<file path="src/rtl/dir_command_queue.sv">
// dir_command_queue: FIFO of accepted turns, one released to CurDir per Tick.
// Option DIR_QUEUE_BYPASS_EN: empty queue + accepted press + Tick applies press directly.
`ifndef BITS_PER_DIR
`define BITS_PER_DIR 2
`endif
`ifndef DIR_UP
`define DIR_UP 0
`endif
`ifndef DIR_DOWN
`define DIR_DOWN 1
`endif
`ifndef DIR_LEFT
`define DIR_LEFT 2
`endif
`ifndef DIR_RIGHT
`define DIR_RIGHT 3
`endif

module dir_command_queue #(
   parameter int DEPTH    = 4,
   parameter int DIR_BITS = `BITS_PER_DIR
) (
   input  logic                     Clock,
   input  logic                     ResetN,
   input  logic                     LeftPressed,
   input  logic                     RightPressed,
   input  logic                     UpPressed,
   input  logic                     DownPressed,
   input  logic                     Restart,
   input  logic                     Tick,
   output logic [DIR_BITS-1:0]      CurDir,
   output logic [$clog2(DEPTH):0]   Count,
   output logic                     Dropped
);

   localparam int PTR_W = $clog2(DEPTH);
   localparam int CNT_W = PTR_W + 1;

   localparam logic [DIR_BITS-1:0] UP    = DIR_BITS'(`DIR_UP);
   localparam logic [DIR_BITS-1:0] DOWN  = DIR_BITS'(`DIR_DOWN);
   localparam logic [DIR_BITS-1:0] LEFT  = DIR_BITS'(`DIR_LEFT);
   localparam logic [DIR_BITS-1:0] RIGHT = DIR_BITS'(`DIR_RIGHT);

   logic [DIR_BITS-1:0] mem [DEPTH];
   logic [PTR_W-1:0]    headPtr;
   logic [PTR_W-1:0]    tailPtr;
   logic [PTR_W-1:0]    tailPrev;

   logic                candValid;
   logic [DIR_BITS-1:0] cand;
   logic [DIR_BITS-1:0] refDir;
   logic [DIR_BITS-1:0] refOpp;
   logic                accept;
   logic                full;
   logic                pop;
   logic                push;
   logic                bypass;
   logic                drop;

   always_comb begin
      candValid = 1'b1;
      cand      = RIGHT;
      priority case (1'b1)
         LeftPressed:  cand = LEFT;
         RightPressed: cand = RIGHT;
         UpPressed:    cand = UP;
         DownPressed:  cand = DOWN;
         default:      candValid = 1'b0;
      endcase
   end

   // Reference is the last queued turn, so reversals are judged against intent
   assign tailPrev = tailPtr - PTR_W'(1);
   assign refDir   = (Count != '0) ? mem[tailPrev] : CurDir;

   always_comb begin
      refOpp = refDir;
      if (refDir == UP)
         refOpp = DOWN;
      else if (refDir == DOWN)
         refOpp = UP;
      else if (refDir == LEFT)
         refOpp = RIGHT;
      else if (refDir == RIGHT)
         refOpp = LEFT;
   end

   assign accept = candValid && (cand != refDir) && (cand != refOpp);
   assign full   = (Count == CNT_W'(DEPTH));
   assign pop    = Tick && (Count != '0);

`ifdef DIR_QUEUE_BYPASS_EN
   assign bypass = accept && Tick && (Count == '0);
`else
   assign bypass = 1'b0;
`endif

   assign push = accept && !bypass && (!full || pop);
   assign drop = accept && full && !pop;

   always_ff @(posedge Clock) begin
      if (ResetN && !Restart && push)
         mem[tailPtr] <= cand;
   end

   always_ff @(posedge Clock) begin
      if (!ResetN || Restart) begin
         headPtr <= '0;
         tailPtr <= '0;
         Count   <= '0;
         CurDir  <= RIGHT;
         Dropped <= 1'b0;
      end else begin
         Dropped <= drop;
         if (push)
            tailPtr <= tailPtr + PTR_W'(1);
         if (pop) begin
            CurDir  <= mem[headPtr];
            headPtr <= headPtr + PTR_W'(1);
         end else if (bypass) begin
            CurDir <= cand;
         end
         if (push && !pop)
            Count <= Count + CNT_W'(1);
         else if (pop && !push)
            Count <= Count - CNT_W'(1);
      end
   end

endmodule

</file>
<file path="config.mk">
export PLATFORM = sky130hd
export DESIGN_NAME = dir_command_queue
export DESIGN_NICKNAME = d
export VERILOG_FILES = /design/src/rtl/dir_command_queue.sv
export SDC_FILE = /design/constraint.sdc
export NUM_CORES = 1
export LEC_CHECK = 0
export BUFFER_PORTS_ARGS = -buffer_cell sky130_fd_sc_hd__buf_2
export CAP_MARGIN = 20
export CORE_MARGIN = 1.5
export CORE_UTILIZATION = 30
export DETAILED_ROUTE_END_ITERATION = 12
export HOLD_SLACK_MARGIN = 0.05
export SYNTH_ARGS = -nofsm -noshare
export SYNTH_HDL_FRONTEND = slang
export SYNTH_SLANG_ARGS = --single-unit
</file>
<file path="constraint.sdc">
create_clock -name Clock -period 3.5 [get_ports Clock]
set_clock_uncertainty 0.05 [all_clocks]
set_input_delay 0.7 -clock Clock [delete_from_list [all_inputs] [get_ports Clock]]
set_output_delay 0.7 -clock Clock [all_outputs]
set_load 0.005 [all_outputs]
</file>
* Yosys cells after proc, flatten, opt, wreduce, memory -nomap -nowiden
Memories as Yosys holds them, arrays and structs flattened. A register that Yosys moved wholly into a read port is not among the register bits. Index checks and enable logic that the tools add are counted.
Storage, ports and cells: bits in registers 8, RAM bits 8, input port bits 8, memories kept 1
Memory list:
- mem | depth 4, width 2, read ports 2, clocked after memory_dff 1, wr ports 1, line 44 | logic [DIR_BITS-1:0] mem [DEPTH];
Cells by class: add/subtract/negate cells 5, eq/ne operators 6, multiplexer cells 17, reduce and logical (&&, ||, !) cells 20
Operator list (number):
- 2-bit two-way mux | 9
- 1-bit logical AND | 10
- 1-bit two-way mux | 6
- 3-bit two-way mux | 2
- 1-bit logical NOT | 5
- 2-bit by 1-bit adder with 2-bit output (second input constant) | 2
- 2-bit equality test (second input constant) | 2
- 2-bit inequality test | 2
- 3-bit by 1-bit adder with 3-bit output (second input constant) | 1
- 3-bit equality test (second input constant) | 1
- 3-bit nonzero test | 1
- 3-bit by 1-bit subtractor with 3-bit output (second input constant) | 1
- 2-bit by 1-bit equality test with 1-bit output (second input constant) | 1
- 2-bit logical NOT | 1
- 1-bit logical OR | 2
- 2-bit nonzero test | 1
- 2-bit by 1-bit subtractor with 2-bit output (second input constant) | 1

* Logic depth before layout (Yosys ltp)
An unclocked memory read counts as a cell.
depth after elaboration 15, depth in mapped cells 11, depth with buffers taken out 11

* Worst setup path after synthesis
No wires, ideal clock.
path kind reg2reg, from reg tailPtr[0], to reg Count[2], setup time 70 ps, data arrival time 2778 ps, required time 3380 ps, setup slack 602 ps, stages on the path, launching flop included 12, path buffers 0, path through dfxtp_1 inv_1 ha_1 mux4_2 a211o_1 a31oi_4 ha_1 inv_1 fa_1 xor2_1 or3_1 a21oi_1
Between the ends: word-level cells in the longest chain between the ends 14, elaborated cells on any way between the ends 21, those cells by class add/sub: 1; eq/ne: 5; mux: 6; reduce/logical: 8; memory: 1
Ends and longest elaborated chain:
- start, declared | line 46 | logic [PTR_W-1:0] tailPtr;
- start signal, assigned | line 116 | tailPtr <= tailPtr + PTR_W'(1);
- 2-bit by 1-bit subtractor with 2-bit output * | line 73 | assign tailPrev = tailPtr - PTR_W'(1);
- net tailPrev[0] | line 47 | logic [PTR_W-1:0] tailPrev;
- memory read 4 x 2 bit *
- 2-bit two-way mux * | line 74 | assign refDir = (Count != '0) ? mem[tailPrev] : CurDir;
- 2-bit equality test | line 84 | else if (refDir == RIGHT)
- 2-bit two-way mux | line 84
- 2-bit two-way mux | line 82 | else if (refDir == LEFT)
- 2-bit two-way mux | line 80 | else if (refDir == DOWN)
- 2-bit two-way mux | line 78 | if (refDir == UP)
- 2-bit inequality test | line 88 | assign accept = candValid && (cand != refDir) && (cand != refOpp);
- 1-bit logical AND * | line 88
- 1-bit logical AND * | line 98 | assign push = accept && !bypass && (!full || pop);
- 1-bit logical NOT | line 125 | else if (pop && !push)
- 1-bit logical AND | line 125
- 2-bit nonzero test (no line)
- end signal, assigned | line 124 | Count <= Count + CNT_W'(1);
- end signal, assigned | line 126 | Count <= Count - CNT_W'(1);
- end, declared | line 32 | output logic [$clog2(DEPTH):0] Count,
The timed path passes the listed nets; every way through them passes the cells marked *. A chain may end at the register's enable or synchronous reset.

* Final worst setup path
Same ends and word-level chain as after synthesis.

==> results.md <==
* Required time of the worst setup path at 3.67 ns
* Instance area at placement at 0.00102 sq mm
* Cell Count, Final, Fillers Out at 131
* Mean Syn Cell Area at 11.1 sq um
* Leading cell type in the layout, fill and taps excluded: sky130_fd_sc_hd__buf_2
* First drt pass iteration count at 4
* Placement-stage worst setup slack at 0.412 ns
* Post-synth top area cell: sky130_fd_sc_hd__edfxtp_1
* Layout cells sized above 1 at 23.5%
* Critical Path Sink Type: flip-flop
* Start point of the worst min-delay path: CurDir[0]
* Type of the worst setup path: reg2reg
* TNS Setup at 0 ns
* Mean number of vias per cell at 4.99
* Top-Level Pins at 14
* Sequential-to-total area share from yosys stat at 47.4%
* Area overhead of the layout relative to synthesis at 12.9%
* Max_slew headroom at 53.1%
* Part of the cycle the worst path needs at 89.0%
* Leakage Power at 0.406 nW
* R2r setup slk at 0.38 ns
* Number of distinct library cells after synthesis at 27
* Critical path's slowest cell: sky130_fd_sc_hd__dfxtp_1
* Instance count along the most critical hold path at 2
* Largest fanout on the critical path at 5
* Top Metal Used: met4
* Horizontal die dimension at 58.7 um
* Main area contributors after synthesis: sky130_fd_sc_hd__edfxtp_1 (26%), sky130_fd_sc_hd__dfxtp_1 (22%), sky130_fd_sc_hd__mux4_2 (7.3%)
* Buffer count from post-CTS setup fixing at 0
* DRC at 0
* Initial Util at 31.0%
* CP cell instances: inv_1 > ha_1 > mux4_2 > a211o_1 > a31oi_4 > ha_1 > inv_1 > fa_1 > xor2_1 > or3_1 > a21oi_1
* Root buffer cell: sky130_fd_sc_hd__clkbuf_4
* Post-layout minimum cycle time at 3.12 ns
* Setup repair after global routing missed its margin: no
* Vias at 654
* Count of max-cap constraint violations at 0
* Delay of the slowest cell on the worst path at 0.43 ns
* Metal3 WL at 57 um
* Outcome: finished, final reports clean
* WP depth at 11
* IO buf count at 13
* Area of the die at 0.00344 sq mm
* TritonCTS Buffers at 3
* Routed wire length at 1600 um
* Layout Utilization at 35.0%
* Vias in the first global route at 588
* Count of yosys warnings during synthesis at 0
* CTS clock-pin slew for the worst setup and hold paths at 0.10 ns
* CTS sink cnt at 18
* Family with the most delay on the worst path: adder cells
* # resized after CTS at 0
* Post-synthesis net count at 98
* Final setup fails at 0
* Reg-to-Reg End: Count[2]
* Launch instance of the worst register-to-register path: tailPtr[0]
* Total power per unit cell area at 785 mW/mm^2
* Kind of start point of the critical path: flip-flop
* Number of enable flip-flop cells after synthesis at 8
* Depth of the worst register-to-register path at 11
* Global route overflow at 0
* Combined buffer and inverter count along the critical path at 2
* Worst Hold Endpoint: CurDir[0]
* Max Transition Viols Final at 0
* Post-synth top area share at 25.8%
* Number of violations reported at the end of detailed-routing iteration 0 at 41
* Post-DP HPWL at 1260 um
* Most frequent cells in the layout: sky130_fd_sc_hd__buf_2 (13), sky130_fd_sc_hd__dfxtp_1 (10), sky130_fd_sc_hd__nor2_1 (9), sky130_fd_sc_hd__nand3_1 (9), sky130_fd_sc_hd__edfxtp_1 (8)
* Final WS setup at 0.385 ns
* Core Footprint at 0.00300 sq mm
* Count of mapped cells out of synthesis at 84
* Number of placed cells counting well taps at 127
* H-Tree Depth at 1
* M1 WL at 786 um
* Global-route wire length before repair at 2640 um
* Number of buffers inserted by hold repair at cts at 0
* Total track usage at 10.5%
* Number of endpoints with negative hold slack in the final report at 0
* Least-Margin Pin Slew at 0.702 ns
* Worst path arrival time at 3.28 ns
* Number of buffers between clock root and the deepest sink at 2
* Synth async-reset ratio at 0%
* Achievable clock frequency at 321 MHz
* HP Class: reg2reg
* Average wire per cell in the routed design at 12.2 um
* Number of antenna repair diodes at 0
* Vert. Die Dim at 58.7 um
* Register bit total from synthesis at 18
* Clock tree from TritonCTS: yes
* Combined area of all synthesized cells at 930 sq um
* Later-pin clock latency in the skew report at 0.29 ns
* Most common flop cell mapped by yosys: sky130_fd_sc_hd__dfxtp_1
* Largest voltage drop on the vdd net at 0.000264 V
* Antenna Nets Post-Route at 0
* WL met2 at 729 um
* Initial antenna violation count at 0
* Fillers at 310
* Last weighted congestion value of the routability-driven placer at 0.750
* Nets@finish at 113
* Final std cell area, no fill at 0.00105 sq mm
* Pin count of the biggest net entering global routing at 11
* Placement Rows at 20
==> kinds of logic (layout without fill, tap and decap cells) <==
logic type	Yosys count	after routing	share of synthesized area (%)
buf+inv	8	22	3.36
flops	18	18	47.4
compound gates	8	8	7.27
xor+xnor	4	4	3.77
simple gates	34	34	18.8
fa+ha+maj	6	6	8.88
mux	6	6	10.5
==> power by group <==
part / total [W] / switching (W) / internal (W)
sequential: 0.000293 / 0.0000415 / 0.000252
clock: 0.000104 / 0.0000623 / 0.0000414
combinational: 0.000427 / 0.000220 / 0.000207
total: 0.000824 / 0.000324 / 0.000500
==> through the flow <==
step | power [W] | hold WS, ns
floorplan | 0.000646 | 0.414
global placement | 0.000707 | 0.403
detailed placement | 0.000722 | 0.402
CTS | 0.000830 | 0.422
global route | 0.000899 | 0.451
finish | 0.000824 | 0.419
==> synthesized netlist by cell type, types with 2 or more instances <==
cell type	count
sky130_fd_sc_hd__nand2_1	7
sky130_fd_sc_hd__ha_1	5
sky130_fd_sc_hd__o2111ai_1	2
sky130_fd_sc_hd__inv_1	5
sky130_fd_sc_hd__dfxtp_1	10
sky130_fd_sc_hd__o21ai_0	2
sky130_fd_sc_hd__nand3_1	9
sky130_fd_sc_hd__nor2_1	9
sky130_fd_sc_hd__edfxtp_1	8
sky130_fd_sc_hd__xor2_1	4
sky130_fd_sc_hd__mux2i_1	3
sky130_fd_sc_hd__or3_1	2
sky130_fd_sc_hd__a21oi_1	2
sky130_fd_sc_hd__mux4_2	3
==> worst register-to-register path, cell delays in order (launching register included) <==
cell and delay (ns):
sky130_fd_sc_hd__dfxtp_1 0.43, sky130_fd_sc_hd__inv_1 0.11, sky130_fd_sc_hd__ha_1 0.33, sky130_fd_sc_hd__mux4_2 0.31
sky130_fd_sc_hd__a211o_1 0.36, sky130_fd_sc_hd__a31oi_4 0.19, sky130_fd_sc_hd__ha_1 0.21, sky130_fd_sc_hd__inv_1 0.06
sky130_fd_sc_hd__fa_1 0.37, sky130_fd_sc_hd__xor2_1 0.15, sky130_fd_sc_hd__or3_1 0.30, sky130_fd_sc_hd__a21oi_1 0.18
==> layout make-up <==
cell class              instances  area (sq um)  area share, %
well taps                      33          41.3           3.93
multi-input cells              58           458           43.6
repair buffers                 13          65.1           6.20
flip-flops and latches         18           440           42.0
clock inverters                 1          3.75          0.358
inverters                       5          18.8           1.79
clock buffers                   3          22.5           2.15
==> state kept, by name, summed over array words and instances, names as in the netlist <==
| register | cells |
|---|---|
| tailPtr | 2 |
| Count | 3 |
| headPtr | 2 |
| CurDir | 2 |
| Dropped | 1 |
| mem | 8 |
==> worst max-delay path by stage <==
stage / start / endpoint / slack [ns]
global placement: tailPtr[0] / Count[2] / 0.50
floorplan: tailPtr[0] / Count[2] / 0.60
detailed placement: tailPtr[0] / Count[2] / 0.41
CTS: tailPtr[0] / Count[2] / 0.39
global route: tailPtr[0] / Count[2] / 0.23
finish: tailPtr[0] / Count[2] / 0.38
==> routing by layer <==
metal	vias to the layer above	track usage, %
li1	328	-
met1	310	12.6
met2	14	16.9
met3	2	1.98
met4	0	7.79
met5	-	0
(Power assumes the default switching activity.)
